$ cat config.mk
export PLATFORM = sky130hd
export DESIGN_NAME = periodic_framer_multi
export DESIGN_NICKNAME = d
export VERILOG_FILES = /design/src/rtl/periodic_framer_multi.sv
export SDC_FILE = /design/constraint.sdc
export NUM_CORES = 1
export LEC_CHECK = 0
export CAP_MARGIN = 0
export CORE_MARGIN = 2
export CORE_UTILIZATION = 45
export CTS_CLUSTER_SIZE = 28
export DETAILED_ROUTE_END_ITERATION = 7
export PLACE_DENSITY_LB_ADDON = 0.08
export SETUP_SLACK_MARGIN = 0.5
export SYNTH_ARGS = -nofsm -noshare
export SYNTH_HDL_FRONTEND = slang
export SYNTH_SLANG_ARGS = --single-unit
$ cat constraint.sdc
create_clock -name ce_clk -period 5.8 [get_ports ce_clk]
set_clock_uncertainty 0.2 [all_clocks]
set_input_delay 1.16 -clock ce_clk [delete_from_list [all_inputs] [get_ports ce_clk]]
set_output_delay 1.16 -clock ce_clk [all_outputs]
set_load 0.01 [all_outputs]
$ cat src/rtl/periodic_framer_multi.sv
// Trigger-driven OFDM symbol framer: skips an offset after a trigger, then cuts
// frame_len-sample frames separated by gap_len discarded samples (cyclic prefix).
module periodic_framer_multi #(
    parameter int unsigned WIDTH     = 32,
    parameter int unsigned LEN_WIDTH = 16,
    parameter int unsigned CNT_WIDTH = 16,
    parameter int unsigned SR_BASE   = 16
) (
    input  logic                 ce_clk,
    input  logic                 ce_rst_n,
    input  logic                 set_stb,
    input  logic [7:0]           set_addr,
    input  logic [31:0]          set_data,
    input  logic [WIDTH-1:0]     i_tdata,
    input  logic                 i_tuser,
    input  logic                 i_tvalid,
    output logic                 i_tready,
    output logic [WIDTH-1:0]     o_tdata,
    output logic                 o_tlast,
    output logic                 o_tvalid,
    input  logic                 o_tready,
    output logic [CNT_WIDTH-1:0] o_frame_idx,
    output logic                 o_busy,
    output logic [CNT_WIDTH-1:0] o_trig_dropped
);

    typedef enum logic [1:0] {StIdle, StOffset, StFrame, StGap} state_e;

    localparam logic [7:0] AddrFrameLen = 8'(SR_BASE);
    localparam logic [7:0] AddrGapLen   = 8'(SR_BASE + 1);
    localparam logic [7:0] AddrOffset   = 8'(SR_BASE + 2);
    localparam logic [7:0] AddrMaxFrm   = 8'(SR_BASE + 3);
    localparam logic [7:0] AddrMode     = 8'(SR_BASE + 4);

    localparam logic [LEN_WIDTH-1:0] LenOne = LEN_WIDTH'(1);
    localparam logic [CNT_WIDTH-1:0] CntOne = CNT_WIDTH'(1);

    // Live settings
    logic [LEN_WIDTH-1:0] frame_len_q, gap_len_q, offset_q;
    logic [CNT_WIDTH-1:0] max_frames_q;
    logic [1:0]           mode_q;

    // Sequence state and shadows
    state_e               state_q, state_d;
    logic [LEN_WIDTH-1:0] cnt_q, cnt_d;
    logic [CNT_WIDTH-1:0] frame_idx_q, frame_idx_d;
    logic [CNT_WIDTH-1:0] drop_cnt_q;
    logic [LEN_WIDTH-1:0] sh_len_q, sh_gap_q;
    logic [CNT_WIDTH-1:0] sh_max_q;
    logic                 sh_retrig_q;
    logic                 pend_q, pend_d;
    logic [LEN_WIDTH-1:0] pend_el_q, pend_el_d;
    logic                 load_shadow;
    logic                 drop_inc;

    logic                 unused_set_data;
    assign unused_set_data = ^set_data;

    // Settings registers, reset to the documented defaults
    always_ff @(posedge ce_clk or negedge ce_rst_n) begin
        if (!ce_rst_n) begin
            frame_len_q  <= LEN_WIDTH'(64);
            gap_len_q    <= LEN_WIDTH'(16);
            offset_q     <= '0;
            max_frames_q <= CntOne;
            mode_q       <= '0;
        end else if (set_stb) begin
            case (set_addr)
                AddrFrameLen: frame_len_q  <= set_data[LEN_WIDTH-1:0];
                AddrGapLen:   gap_len_q    <= set_data[LEN_WIDTH-1:0];
                AddrOffset:   offset_q     <= set_data[LEN_WIDTH-1:0];
                AddrMaxFrm:   max_frames_q <= set_data[CNT_WIDTH-1:0];
                AddrMode:     mode_q       <= set_data[1:0];
                default:      ;
            endcase
        end
    end

    // A zero-offset trigger makes its own beat frame sample 0, so the handshake and
    // counters switch to frame behaviour combinationally for that beat.
    logic zero_start, framing, pass_mode, in_beat, last_pos, restart;
    logic [LEN_WIDTH-1:0] eff_cnt, eff_len, eff_gap, el_inc, elapsed;
    logic [CNT_WIDTH-1:0] eff_idx, eff_max, idx_next;

    assign zero_start = i_tvalid && i_tuser && (state_q != StFrame) &&
                        (frame_len_q != '0) && (offset_q == '0);
    assign framing    = (state_q == StFrame) || zero_start;
    assign pass_mode  = framing || ((state_q == StIdle) && !mode_q[1]);

    assign i_tready = pass_mode ? o_tready : 1'b1;
    assign o_tvalid = pass_mode ? i_tvalid : 1'b0;
    assign o_tdata  = i_tdata;
    assign in_beat  = i_tvalid && i_tready;

    assign eff_cnt  = zero_start ? '0 : cnt_q;
    assign eff_len  = zero_start ? frame_len_q : sh_len_q;
    assign eff_gap  = zero_start ? gap_len_q : sh_gap_q;
    assign eff_max  = zero_start ? max_frames_q : sh_max_q;
    assign eff_idx  = zero_start ? '0 : frame_idx_q;
    assign idx_next = eff_idx + CntOne;
    assign last_pos = framing && (eff_cnt == eff_len - LenOne);

    // Beats since a pending retrigger, including the current one
    assign el_inc   = (pend_el_q == '1) ? pend_el_q : pend_el_q + LenOne;
    assign elapsed  = pend_q ? el_inc : LenOne;
    assign restart  = (state_q == StFrame) && sh_retrig_q && (pend_q || i_tuser);

    assign o_tlast        = last_pos;
    assign o_frame_idx    = eff_idx;
    assign o_busy         = (state_q != StIdle);
    assign o_trig_dropped = drop_cnt_q;

    // Next-state: trigger acceptance, offset/gap countdown, frame counting, retrigger
    always_comb begin
        state_d     = state_q;
        cnt_d       = cnt_q;
        frame_idx_d = frame_idx_q;
        pend_d      = pend_q;
        pend_el_d   = pend_el_q;
        load_shadow = 1'b0;
        drop_inc    = 1'b0;

        if (in_beat && (state_q != StFrame)) begin
            if (i_tuser && (frame_len_q != '0)) begin
                load_shadow = 1'b1;
                frame_idx_d = '0;
                pend_d      = 1'b0;
                // offset 0 is finished by the framing branch below
                if (offset_q == LenOne) begin
                    state_d = StFrame;
                    cnt_d   = '0;
                end else if (offset_q != '0) begin
                    state_d = StOffset;
                    cnt_d   = offset_q - LenOne;
                end
            end else begin
                drop_inc = i_tuser;
                if ((state_q == StOffset) || (state_q == StGap)) begin
                    if (cnt_q == LenOne) begin
                        state_d = StFrame;
                        cnt_d   = '0;
                    end else begin
                        cnt_d = cnt_q - LenOne;
                    end
                end
            end
        end

        if (in_beat && framing) begin
            if (last_pos) begin
                if ((state_q == StFrame) && i_tuser && (!sh_retrig_q || pend_q)) begin
                    drop_inc = 1'b1;
                end
                if (restart) begin
                    pend_d    = 1'b0;
                    pend_el_d = '0;
                    if (frame_len_q == '0) begin
                        drop_inc = 1'b1;
                        state_d  = StIdle;
                    end else begin
                        load_shadow = 1'b1;
                        frame_idx_d = '0;
                        if (offset_q > elapsed) begin
                            state_d = StOffset;
                            cnt_d   = offset_q - elapsed;
                        end else begin
                            state_d = StFrame;
                            cnt_d   = '0;
                        end
                    end
                end else if ((eff_max != '0) && (idx_next == eff_max)) begin
                    state_d     = StIdle;
                    frame_idx_d = idx_next;
                end else if (eff_gap == '0) begin
                    state_d     = StFrame;
                    cnt_d       = '0;
                    frame_idx_d = idx_next;
                end else begin
                    state_d     = StGap;
                    cnt_d       = eff_gap;
                    frame_idx_d = idx_next;
                end
            end else begin
                state_d = StFrame;
                cnt_d   = eff_cnt + LenOne;
                if (pend_q) begin
                    pend_el_d = el_inc;
                end
                if ((state_q == StFrame) && i_tuser) begin
                    if (sh_retrig_q && !pend_q) begin
                        pend_d    = 1'b1;
                        pend_el_d = LenOne;
                    end else begin
                        drop_inc = 1'b1;
                    end
                end
            end
        end
    end

    // Sequence state, shadows and status counters
    always_ff @(posedge ce_clk or negedge ce_rst_n) begin
        if (!ce_rst_n) begin
            state_q     <= StIdle;
            cnt_q       <= '0;
            frame_idx_q <= '0;
            drop_cnt_q  <= '0;
            sh_len_q    <= '0;
            sh_gap_q    <= '0;
            sh_max_q    <= '0;
            sh_retrig_q <= 1'b0;
            pend_q      <= 1'b0;
            pend_el_q   <= '0;
        end else begin
            state_q     <= state_d;
            cnt_q       <= cnt_d;
            frame_idx_q <= frame_idx_d;
            pend_q      <= pend_d;
            pend_el_q   <= pend_el_d;
            if (drop_inc && (drop_cnt_q != '1)) begin
                drop_cnt_q <= drop_cnt_q + CntOne;
            end
            if (load_shadow) begin
                sh_len_q    <= frame_len_q;
                sh_gap_q    <= gap_len_q;
                sh_max_q    <= max_frames_q;
                sh_retrig_q <= mode_q[0];
            end
        end
    end

endmodule
==> metrics.md <==
| Metric | Value |
|---|---|
| CTS Buffer Depth | 2 |
| Core ar. | 0.0277 mm² |
| Clk pin slew, worst setup/hold paths | 0.07 ns |
| Chip Width | 171 µm |
| TritonRoute pass-1 iters | 6 |
| Routability cong. | 0.987 |
| Total power draw | 5.06 mW |
| Register area share after synthesis | 36.1% |
| Initial antenna violation count | 2 |
| Worst hold path class | register to register |
| Pleak | 6.49 nW |
| Final WS setup | 0.577 ns |
| Cell Area, Synth | 0.0126 mm² |
| # DRC | 0 |
| Pin count of the biggest net entering global routing | 115 |
| Synthesized instance count | 1370 |
| Avg Vias per Cell | 5.96 |
| Syn. warnings | 0 |
| WP data required | 4.44 ns |
| Endpoints failing setup | 0 |
| Post-Layout Cell Count | 1826 |
| I/O Buffers | 65 |
| Die height | 171 µm |
| Unrepaired setup endpoints after global routing | true |
| Vias in the first global route | 10400 |
| EDFF count, synth | 0 |
| Die area | 0.0294 mm² |
| P&R area growth vs syn | 15.5% |
| F_max | 0.191 GHz |
| Hold_sp | o_trig_dropped[8] |
| Worst skew pair latency | 0.45 ns |
| Via count | 10900 |
| Hold path depth | 1 |
| Max IR drop VDD | 0.000222 V |
| Tot GR Track Use | 27.9% |
| Synth Flop Type | dfrtp_1 |
| Max-cap viol count | 0 |
| Synthesized area per cell | 9.21 µm² |
| CTS buffer count | 17 |
| Inst Count DP | 1781 |
| Layout cells sized above 1 | 18.0% |
| Num Clock Sinks | 182 |
| Global-route wire length before repair | 61800 µm |
| CP arrival | 3.86 ns |
| Startpoint Class | input pin |
| Slowest stage delay, CP | 0.44 ns |
| WL/cell | 21.5 µm |
| Worst R2R Path Depth | 17 |
| Synth Net Count | 1474 |
| Detail Route Antenna Nets | 0 |
| FFs w/ async S/R, synth | 100% |
| Crit Path Class | input pin to primary output |
| Setup TNS | 0 ns |
| DRT iter0 DRCs | 919 |
| Slowest cell on crit path | or3_4 |
| Pins Over Slew Limit | 0 |
| Worst slew pin tran | 1.08 ns |
| Crit path cell chain | clkdlybuf4s15_1 -> nand3_4 -> a211o_4 -> mux2i_1 -> ha_2 -> nor3b_4 -> xnor2_1 -> o2111ai_2 -> or3_4 -> o2bb2ai_2 -> and2_4 -> o211ai_4 -> inv_2 -> buf_2 |
| Final Cell Area | 0.0146 mm² |
| Final Util | 52.6% |
| Distinct cells, synth | 88 |
| Hold WS | 0.287 ns |
| WL final | 39300 µm |
| TritonCTS clock tree | built |
| Fillers | 2611 |
| RR Startpoint | offset_q[0] |
| Critical Path Fanout Max | 6 |
| Period minus WS final | 5.22 ns |
| FP Rows | 61 |
| Seq cells post-synth | 182 |
| Maximum level of the CTS H-tree | 4 |
| Pre-CTS WS | -0.143 ns |
| Total congestion overflow | 0 |
| Slew headroom | 27.5% |
| Critical Path Sink Type | primary output |
| Post-DP Area | 0.0138 mm² |
| Post-DP HPWL | 29200 µm |
| Final hold violation count | 0 |
| PD cells | 347 mW/mm² |
| Final Cycle Share | 90.0% |
| Nets | 1538 |
| IO Pins | 146 |
| Status | finished, final reports clean |
| Initial Util | 45.5% |
| CP Launch Point | i_tvalid |
| Clock root buffer | clkbuf_16 |
where the power goes:
| part | internal (mW) | total, mW | switching [mW] |
|---|---|---|---|
| clock | 0.626 | 1.21 | 0.580 |
| sequential | 1.44 | 1.75 | 0.317 |
| combinational | 0.932 | 2.10 | 1.17 |
| total | 2.99 | 5.06 | 2.06 |
synth_stat cells (all sizes together) (6+ instances only):
master	count	area, µm²
dfrtp	179	4480
nand2	130	488
mux2	117	1320
nor2	89	339
xnor2	63	552
o21ai	61	305
a21oi	58	298
buf	55	364
nand3	55	280
nor3	53	290
clkbuf	46	175
nor4	42	372
xor2	42	368
nand4	37	253
inv	36	135
ha	25	313
and2	17	106
mux2i	15	150
and3	13	86.3
nor3b	13	103
o2bb2ai	13	114
or3	12	75.1
a31oi	11	75.1
nand2b	11	68.8
nor2b	11	68.8
o211ai	11	87.6
or2	11	68.8
a21o	10	75.1
a211oi	9	77.6
a22oi	9	67.6
o32ai	9	78.8
o22ai	8	50.1
o31ai	8	60.1
or4	8	63.8
o21a	7	52.6
a22o	6	52.6
o21bai	6	45.0
cells by family (layout without fill, tap and decap cells):
group                    Yosys count  after routing  share of synthesized area, %
AND/OR/NAND/NOR                  519            519                          22.3
multiplexers                     132            132                          11.6
buffers and inverters            137            214                          5.35
AO/OA/AOI/OAI                    269            269                          14.7
flip-flops                       182            182                          36.1
other                              0              1                             0
adder cells (fa/ha/maj)           26             26                          2.64
XOR/XNOR                         105            105                          7.29
final cells by class:
class                      count  area (µm²)  area share [%]
antenna                        1        2.50          0.0172
inverter                      36         135           0.928
tap                          378         473            3.25
sequential                   182        4560            31.3
timing repair buffer         146        1260            8.63
clock inverter                14         159            1.09
clock buffer                  18         439            3.01
multi-input combinational   1051        7540            51.8
state kept, by name, summed over array words and instances (netlist names), 16 cells and up:
register        flops
cnt_q              16
frame_idx_q        16
frame_len_q        16
gap_len_q          16
max_frames_q       16
o_trig_dropped     16
offset_q           16
pend_el_q          16
sh_gap_q           16
sh_len_q           16
sh_max_q           16
per-layer routing:
metal | routed length [µm] | up-vias | track usage [%]
li1 | - | 5108 | -
met1 | 18300 | 5364 | 39.5
met2 | 17600 | 352 | 43.3
met3 | 2270 | 66 | 4.90
met4 | 1070 | 0 | 8.62
met5 | 0 | - | 0
layout by cell type (no fill, tap or decap), drive strengths merged, types with 9 or more instances in the layout:
cell	count
dfrtp	179
nand2	130
mux2	117
nor2	89
buf	82
xnor2	63
clkdlybuf4s50	61
o21ai	61
a21oi	58
nand3	55
nor3	53
inv	44
xor2	42
nor4	42
nand4	37
ha	25
clkbuf	19
and2	17
mux2i	15
and3	13
o2bb2ai	13
nor3b	13
or3	12
nand2b	11
nor2b	11
o211ai	11
a31oi	11
or2	11
a21o	10
o32ai	9
a22oi	9
a211oi	9
critical path, delay by kind of cell:
family | cells | cell delay [ns]
AOI/OAI and AO/OA | 4 | 0.73
xor gates and xnor gates | 1 | 0.15
adders and majority gates | 1 | 0.27
buffers and inverters | 3 | 0.43
muxes | 1 | 0.17
and+or+nand+nor | 4 | 0.95
final timing paths:
kind                                     end  slack [ns]
min                        o_trig_dropped[8]        0.29
max reg2reg                      sh_max_q[0]        0.79
min in group asynchronous    frame_idx_q[10]        0.65
min reg2reg                o_trig_dropped[8]        0.29
max in group asynchronous    frame_len_q[10]        3.59
max                                  o_tlast        0.58
repair_timing:
action	CTS	global route
setup buffers	10	2
gates resized for setup	23	4
pin swaps	7	3
hold buffers	0	0
setup endpoints to repair	15	10
No activity file was read; power rests on OpenSTA's default activity.
